## config.mk

```make
export PLATFORM = sky130hd
export DESIGN_NAME = bram_loader
export DESIGN_NICKNAME = d
export VERILOG_FILES = /design/src/rtl/bram_loader_pkg.sv /design/src/rtl/bram_loader.sv
export SDC_FILE = /design/constraint.sdc
export NUM_CORES = 1
export LEC_CHECK = 0
export ABC_AREA = 1
export CAP_MARGIN = 20
export CORE_MARGIN = 1
export CORE_UTILIZATION = 60
export CTS_CLUSTER_SIZE = 30
export DETAILED_ROUTE_END_ITERATION = 10
export PLACE_DENSITY = 0.9
export SETUP_SLACK_MARGIN = 0.3
export SYNTH_ARGS = -nofsm -noshare
export SYNTH_HDL_FRONTEND = slang
export SYNTH_SLANG_ARGS = --single-unit
```

## constraint.sdc

```tcl
create_clock -name sys_clk -period 6.4 [get_ports sys_clk]
set_clock_uncertainty 0.05 [all_clocks]
set_input_delay 0.96 -clock sys_clk [delete_from_list [all_inputs] [get_ports sys_clk]]
set_output_delay 0.96 -clock sys_clk [all_outputs]
set_load 0.1 [all_outputs]
```

## src/rtl/bram_loader_pkg.sv

```systemverilog
// Shared types and constants for the byte-stream to 32-bit block RAM loader.
// Holds the FSM state encoding, frame constants and the running checksum helper.
package bram_loader_pkg;

  typedef enum logic [2:0] {
    ST_IDLE   = 3'd0,
    ST_LEN_HI = 3'd1,
    ST_LEN_LO = 3'd2,
    ST_DATA   = 3'd3,
    ST_WRITE  = 3'd4,
    ST_CHK    = 3'd5
  } state_t;

  localparam logic [7:0] SYNC_BYTE      = 8'hA5;
  localparam int         LEN_BYTES      = 2;
  localparam int         BYTES_PER_WORD = 4;

  // Frame checksum is the XOR of every payload byte.
  function automatic logic [7:0] chk_update(input logic [7:0] chk, input logic [7:0] b);
    return chk ^ b;
  endfunction

endpackage

```

## src/rtl/bram_loader.sv

```systemverilog
// Receives framed bytes (sync, 16-bit word count, payload, XOR checksum) and
// writes the payload as little-endian 32-bit words into a block RAM from address 0.
module bram_loader
  import bram_loader_pkg::*;
#(
  parameter int         adr_width = 11,
  parameter logic [7:0] sync_byte = SYNC_BYTE
) (
  input  logic        sys_clk,
  input  logic        sys_rst,
  input  logic [7:0]  rx_data,
  input  logic        rx_valid,
  output logic        rx_ready,
  output logic [31:0] ram_do,
  output logic        ram_we,
  output logic [15:0] ram_a,
  output logic        busy,
  output logic        done,
  output logic        err
);

  localparam logic [16:0] MAX_WORDS = 17'd1 << (adr_width - 2);

  state_t      state_r, state_s;
  logic [15:0] len_r, len_s;
  logic [1:0]  byte_cnt_r, byte_cnt_s;
  logic [15:0] word_cnt_r, word_cnt_s;
  logic [31:0] data_r, data_s;
  logic [15:0] addr_r, addr_s;
  logic [7:0]  chk_r, chk_s;
  logic        busy_r, busy_s;
  logic        done_r, done_s;
  logic        err_r, err_s;
  logic        we_r, we_s;
  logic        rdy_r, rdy_s;
  logic        accept_s;
  logic [15:0] frame_len_s;
  logic [15:0] words_done_s;

  assign accept_s     = rx_valid && rdy_r;
  assign frame_len_s  = {len_r[15:8], rx_data};
  assign words_done_s = word_cnt_r + 16'd1;

  assign rx_ready = rdy_r;
  assign ram_do   = data_r;
  assign ram_we   = we_r;
  assign ram_a    = addr_r;
  assign busy     = busy_r;
  assign done     = done_r;
  assign err      = err_r;

  // Next-state and next-register values; ready/write-enable are registered so
  // the WRITE cycle shows ram_we=1 and rx_ready=0 together.
  always_comb begin
    state_s    = state_r;
    len_s      = len_r;
    byte_cnt_s = byte_cnt_r;
    word_cnt_s = word_cnt_r;
    data_s     = data_r;
    addr_s     = addr_r;
    chk_s      = chk_r;
    busy_s     = busy_r;
    done_s     = done_r;
    err_s      = err_r;
    we_s       = 1'b0;
    case (state_r)
      ST_IDLE: begin
        if (accept_s && (rx_data == sync_byte)) begin
          state_s    = ST_LEN_HI;
          len_s      = 16'd0;
          byte_cnt_s = 2'd0;
          word_cnt_s = 16'd0;
          addr_s     = 16'd0;
          chk_s      = 8'd0;
          busy_s     = 1'b1;
          done_s     = 1'b0;
          err_s      = 1'b0;
        end else begin
          state_s = ST_IDLE;
        end
      end
      ST_LEN_HI: begin
        if (accept_s) begin
          len_s   = {rx_data, 8'h00};
          state_s = ST_LEN_LO;
        end else begin
          state_s = ST_LEN_HI;
        end
      end
      ST_LEN_LO: begin
        if (accept_s) begin
          len_s = frame_len_s;
          if ({1'b0, frame_len_s} > MAX_WORDS) begin
            state_s = ST_IDLE;
            busy_s  = 1'b0;
            done_s  = 1'b1;
            err_s   = 1'b1;
          end else if (frame_len_s == 16'd0) begin
            state_s = ST_CHK;
          end else begin
            state_s = ST_DATA;
          end
        end else begin
          state_s = ST_LEN_LO;
        end
      end
      ST_DATA: begin
        if (accept_s) begin
          case (byte_cnt_r)
            2'd0:    data_s[7:0]   = rx_data;
            2'd1:    data_s[15:8]  = rx_data;
            2'd2:    data_s[23:16] = rx_data;
            2'd3:    data_s[31:24] = rx_data;
            default: data_s        = data_r;
          endcase
          chk_s      = chk_update(chk_r, rx_data);
          byte_cnt_s = byte_cnt_r + 2'd1;
          if (byte_cnt_r == 2'd3) begin
            state_s = ST_WRITE;
            we_s    = 1'b1;
          end else begin
            state_s = ST_DATA;
          end
        end else begin
          state_s = ST_DATA;
        end
      end
      ST_WRITE: begin
        addr_s     = addr_r + 16'd4;
        word_cnt_s = words_done_s;
        if (words_done_s < len_r) begin
          state_s = ST_DATA;
        end else begin
          state_s = ST_CHK;
        end
      end
      ST_CHK: begin
        if (accept_s) begin
          state_s = ST_IDLE;
          busy_s  = 1'b0;
          done_s  = 1'b1;
          err_s   = (rx_data != chk_r);
        end else begin
          state_s = ST_CHK;
        end
      end
      default: begin
        state_s = ST_IDLE;
        busy_s  = 1'b0;
      end
    endcase
    rdy_s = (state_s != ST_WRITE);
  end

  // FSM state register.
  always_ff @(posedge sys_clk or negedge sys_rst) begin
    if (!sys_rst) begin
      state_r <= ST_IDLE;
    end else begin
      state_r <= state_s;
    end
  end

  // Datapath and output registers.
  always_ff @(posedge sys_clk or negedge sys_rst) begin
    if (!sys_rst) begin
      len_r      <= 16'd0;
      byte_cnt_r <= 2'd0;
      word_cnt_r <= 16'd0;
      data_r     <= 32'd0;
      addr_r     <= 16'd0;
      chk_r      <= 8'd0;
      busy_r     <= 1'b0;
      done_r     <= 1'b0;
      err_r      <= 1'b0;
      we_r       <= 1'b0;
      rdy_r      <= 1'b1;
    end else begin
      len_r      <= len_s;
      byte_cnt_r <= byte_cnt_s;
      word_cnt_r <= word_cnt_s;
      data_r     <= data_s;
      addr_r     <= addr_s;
      chk_r      <= chk_s;
      busy_r     <= busy_s;
      done_r     <= done_s;
      err_r      <= err_s;
      we_r       <= we_s;
      rdy_r      <= rdy_s;
    end
  end

endmodule

```

## Yosys cells after proc, flatten, opt, wreduce, memory -nomap -nowiden

Cells that the tools add are included.

- $lt $le $gt $ge: 2
- Reduce and logical (&&, ||, !) cells: 21
- Add/sub/neg operators: 3
- Eq/ne operators: 17
- Muxes and demuxes: 37
- Bitwise gates (word level): 3

Operators with widths:

| kind | number |
|---|---|
| 16-bit one-hot mux with 2 select lines | 2 |
| 16-bit one-hot mux with 3 select lines | 1 |
| 16-bit 2-to-1 mux | 2 |
| 8-bit 2-to-1 mux | 3 |
| 3-bit 2-to-1 mux | 7 |
| 3-bit one-hot mux with 6 select lines | 1 |
| 16-bit by 1-bit adder with 16-bit output, second input constant | 1 |
| 16-bit by 3-bit adder with 16-bit output, second input constant | 1 |
| 16-bit by 10-bit > comparator with 1-bit output, second input constant | 1 |
| 16-bit logical NOT | 1 |
| 16-bit less-than comparator | 1 |
| 8-bit one-hot mux with 2 select lines | 1 |
| 3-bit AND reduction | 5 |
| 1-bit 2-to-1 mux | 13 |
| 2-bit inequality test, second input constant | 6 |
| 5-bit AND reduction | 2 |
| 8-bit equality test, second input constant | 1 |
| 8-bit inequality test | 1 |
| 4-bit AND reduction | 2 |
| 8-bit bitwise XOR | 1 |
| 3-bit by 2-bit equality test with 1-bit output, second input constant | 2 |
| 3-bit equality test, second input constant | 2 |
| 2-bit 2-to-1 mux | 3 |
| 1-bit one-hot mux with 3 select lines | 2 |
| 15 further kinds | 21 |

- Flip-flop bits (word level): 98
- Logic and storage cells: 99
- Input bits: 11
- Output and inout port bits: 53

## Longest topological paths before layout

- Depth in word-level cells: 6
- Mapped depth: 18
- Gate-level depth less buffers: 18

## Worst setup path before layout

OpenSTA, ideal clock, no wires.

- Kind: reg2reg
- Start point: reg word_cnt_r[0]
- End point: reg state_r[2]
- Slack: 4,182 ps
- Data required time: 6,233 ps
- Buffers on the path: 0
- Setup time: 117 ps
- Data arrival time: 2,050 ps
- Stages on the path, launching flop included: 15
- Path through: dfrtp_1 -> ha_1 -> nand2_1 -> nor2_1 -> nand2_1 -> nor2_1 -> nand3_1 -> and2_1 -> ha_1 -> nand4_1 -> inv_1 -> a21oi_1 -> nand2_1 -> nand2_1 -> nand2_1

- Cells in the longest elaborated chain, start to end: 4

Ends and longest elaborated chain:

| what | line | RTL |
|---|---|---|
| start, declared | bram_loader.sv:27 | `logic [15:0] word_cnt_r, word_cnt_s;` |
| start signal, assigned | bram_loader.sv:181 | `word_cnt_r <= word_cnt_s;` |
| 16-bit by 1-bit adder with 16-bit output | bram_loader.sv:42 | `assign words_done_s = word_cnt_r + 16'd1;` |
| 16-bit less-than comparator | bram_loader.sv:131 | `if (words_done_s < len_r) begin` |
| 3-bit 2-to-1 mux | bram_loader.sv:131 |  |
| 3-bit one-hot mux with 6 select lines | bram_loader.sv:66 | `case (state_r)` |
| via state_s[2] | bram_loader.sv:24 | `state_t state_r, state_s;` |
| end signal, assigned | bram_loader.sv:160 | `state_r <= state_s;` |
| end, declared | bram_loader.sv:24 |  |

The timed path passes the listed nets, and every way through them passes these cells.
A chain may end at the register's enable or synchronous reset.

## Worst setup path in the final report

- Start point: reg rdy_r (netlist: rx_ready)
- End point: out rx_ready

RTL lines:

| what | line | RTL |
|---|---|---|
| start, declared | bram_loader.sv:35 | `logic rdy_r, rdy_s;` |
| start signal, assigned | bram_loader.sv:189 | `rdy_r <= rdy_s;` |
| end, declared | bram_loader.sv:13 | `output logic rx_ready,` |

No word-level cell between the ends.

==> impl_metrics.toml <==
[route]
drt-pass1-iter-count = 5
via_per_inst = 5.63
wl_mm = 12.2
ant_nets = 0
drt_iter0_drc = 257
post_drt_wl_per_cell_um = 15.3
vias = 4467
drc_errors = 0

[setup_path]
cp_max_fo = 2
slowest_stage = "clkdlybuf4s50_1"
cp-end-kind = "output port"
arrival_ns = 2.04
worst-path-buf-inv = 1
crit_chain = "clkdlybuf4s50_1"
slowest_delay_ns = 1.13
worstPathRequired_ns = 5.39
crit_family = "buffers and inverters"
path_class = "reg2out"
startpoint_type = "register"

[cts]
htreeDepth = 3
cts-root-buf = "clkbuf_8"
numCtsBuffers = 9
cts_tree = "built"
clockBufferDepth = 2
cts_hold_buffers = 0
worstSkewPairLatency_ns = 0.38
clk_pin_slew_ns = 0.10
postCtsSetupBuffers = 0
ctsResizeCount = 0
cts_num_sinks = 96

[placement]
port_buffers = 61
gp_congestion = 0.910
dpl.hpwl_mm = 8.78

[die]
pin_count = 64
start_util_pct = 61.9
die_area_um2 = 8850
die_h_um = 94.1
die_x_um = 94.1
num_rows = 33
coreArea_um2 = 8220

[layout]
seqCellArea_um2 = 2400
layout.nets = 715
multi_input_area_um2 = 2270
fillCellCount = 595
n_antenna_cell = 0
final_cell_mix = "nand2_1, dfrtp_1, inv_1"
layout_commonest_cell = "nand2_1"
drive_above_1_share_pct = 6.54
area_delta_synth_final_pct = 16.4

[synthesis]
yosysTopAreaCellShare_pct = 46.8
synth.distinct_cells = 37
netlist_top_cells_area = "dfrtp_1, nand2_1, inv_1"
yosysWarningCount = 0
syn_avg_cell_area_um2 = 8.15
synth-seq-cells = 96
ys_seq_area_share_pct = 47.3
mappedNetlistArea_um2 = 5080
synth_cells = 624
synth_top_area_cell = "dfrtp_1"

[timing]
period_minus_slack_ns = 3.05
fmax_mhz = 328
period_share_pct = 47.7
rsz0062_at_grt = "no"
tns_ns = 0
slew_headroom_pct = 33.2
worstMarginPinSlew_ns = 0.999
drv_slew = 0
setup_viol = 0
timing.final.hold_violations = 0

[status]
status = "finished clean"

[global_routing]
grt_max_degree = 70
grt_overflow_total = 0
grt_pass1_vias = 4274
antenna_found_initial = 0
grt_pass1_wl_mm = 20.0
track_usage_pct = 29.6

[min_path]
hp-class = "in2async"

[flow_run]
maxCapViolCount = 0
## worst reg2reg max path: cells and delay by family, from the launching register on
family / cells / cell delay, ns
fa+ha+maj: 2 / 0.51
buf+inv: 1 / 0.05
simple gates: 10 / 1.28
compound gates: 1 / 0.20
flops: 1 / 0.44
## cell type report
| cell class | count | area share, % |
|---|---|---|
| Sequential cell | 96 | 40.6 |
| Multi-Input combinational cell | 435 | 38.4 |
| Timing Repair Buffer | 62 | 10.4 |
| Inverter | 79 | 5.14 |
| Tap cell | 105 | 2.22 |
| Clock buffer | 10 | 2.16 |
| Clock inverter | 6 | 1.14 |
## flip-flops by register name, summed over array words and instances (netlist names), 2 cells and up
name and count:
ram_do 32, ram_a 14, len_r 16, byte_cnt_r 2, chk_r 8, state_r 3, word_cnt_r 16
## logic make-up (layout without fill, tap and decap cells)
| family | count (synthesis) | in the layout | share of synthesized area, % |
|---|---|---|---|
| compound gates | 106 | 106 | 10.9 |
| xor+xnor | 9 | 9 | 1.55 |
| fa+ha+maj | 21 | 21 | 5.17 |
| buf+inv | 94 | 157 | 8.14 |
| flops | 96 | 96 | 47.3 |
| other cells | 1 | 2 | 0.0737 |
| simple gates | 297 | 297 | 26.8 |
## per-stage QoR
step	cell area [um2]	instances	utilization [%]	setup WS, ns	hold WS [ns]
detailed placement	5730	777	69.7	3.21	0.418
global route	5920	793	72.1	3.33	0.459
floorplan	5090	625	-	4.18	0.392
global placement	5730	777	69.7	3.25	0.407
CTS	5920	793	72.1	3.34	0.440
finish	5920	793	72.1	3.35	0.432
## final timing paths
check / startpoint / end / slack (ns) / cells past startpoint
min: sys_rst / ram_do[18]$_DFFE_PN0P_ / 0.43 / 1
max: rx_ready$_DFF_PN1_ / rx_ready / 3.35 / 1
min in group sys_clk: busy$_DFFE_PN0P_ / busy$_DFFE_PN0P_ / 0.44 / 2
min reg2reg: busy$_DFFE_PN0P_ / busy$_DFFE_PN0P_ / 0.44 / 2
max reg2reg: word_cnt_r[0]$_DFFE_PN0P_ / state_r[2]$_DFF_PN0_ / 3.77 / 14
max in group asynchronous: sys_rst / word_cnt_r[15]$_DFFE_PN0P_ / 4.67 / 2
## per-layer routing
| layer | up-vias | part of all wire (%) | global-route usage [%] |
|---|---|---|---|
| met5 | - | 0 | 0 |
| met4 | 0 | 2.0 | 13.3 |
| met3 | 22 | 7.4 | 5.99 |
| met2 | 184 | 49 | 48.6 |
| met1 | 2117 | 41 | 37.8 |
| li1 | 2144 | - | - |
## synth_stat cells (all sizes together)
library cell  count
nand2           176
dfrtp            95
inv              79
o21ai            69
nand3            53
nor2             41
a21oi            22
ha               21
buf              15
o22ai            12
nor3             11
nand4            10
xnor2             8
and2              5
conb              1
dfstp             1
o211ai            1
o21a              1
o21bai            1
or2               1
xor2              1
Power is left out: the tool's default activity adds up to more than one toggle a clock period on the data nets, which glitch-free logic cannot reach.
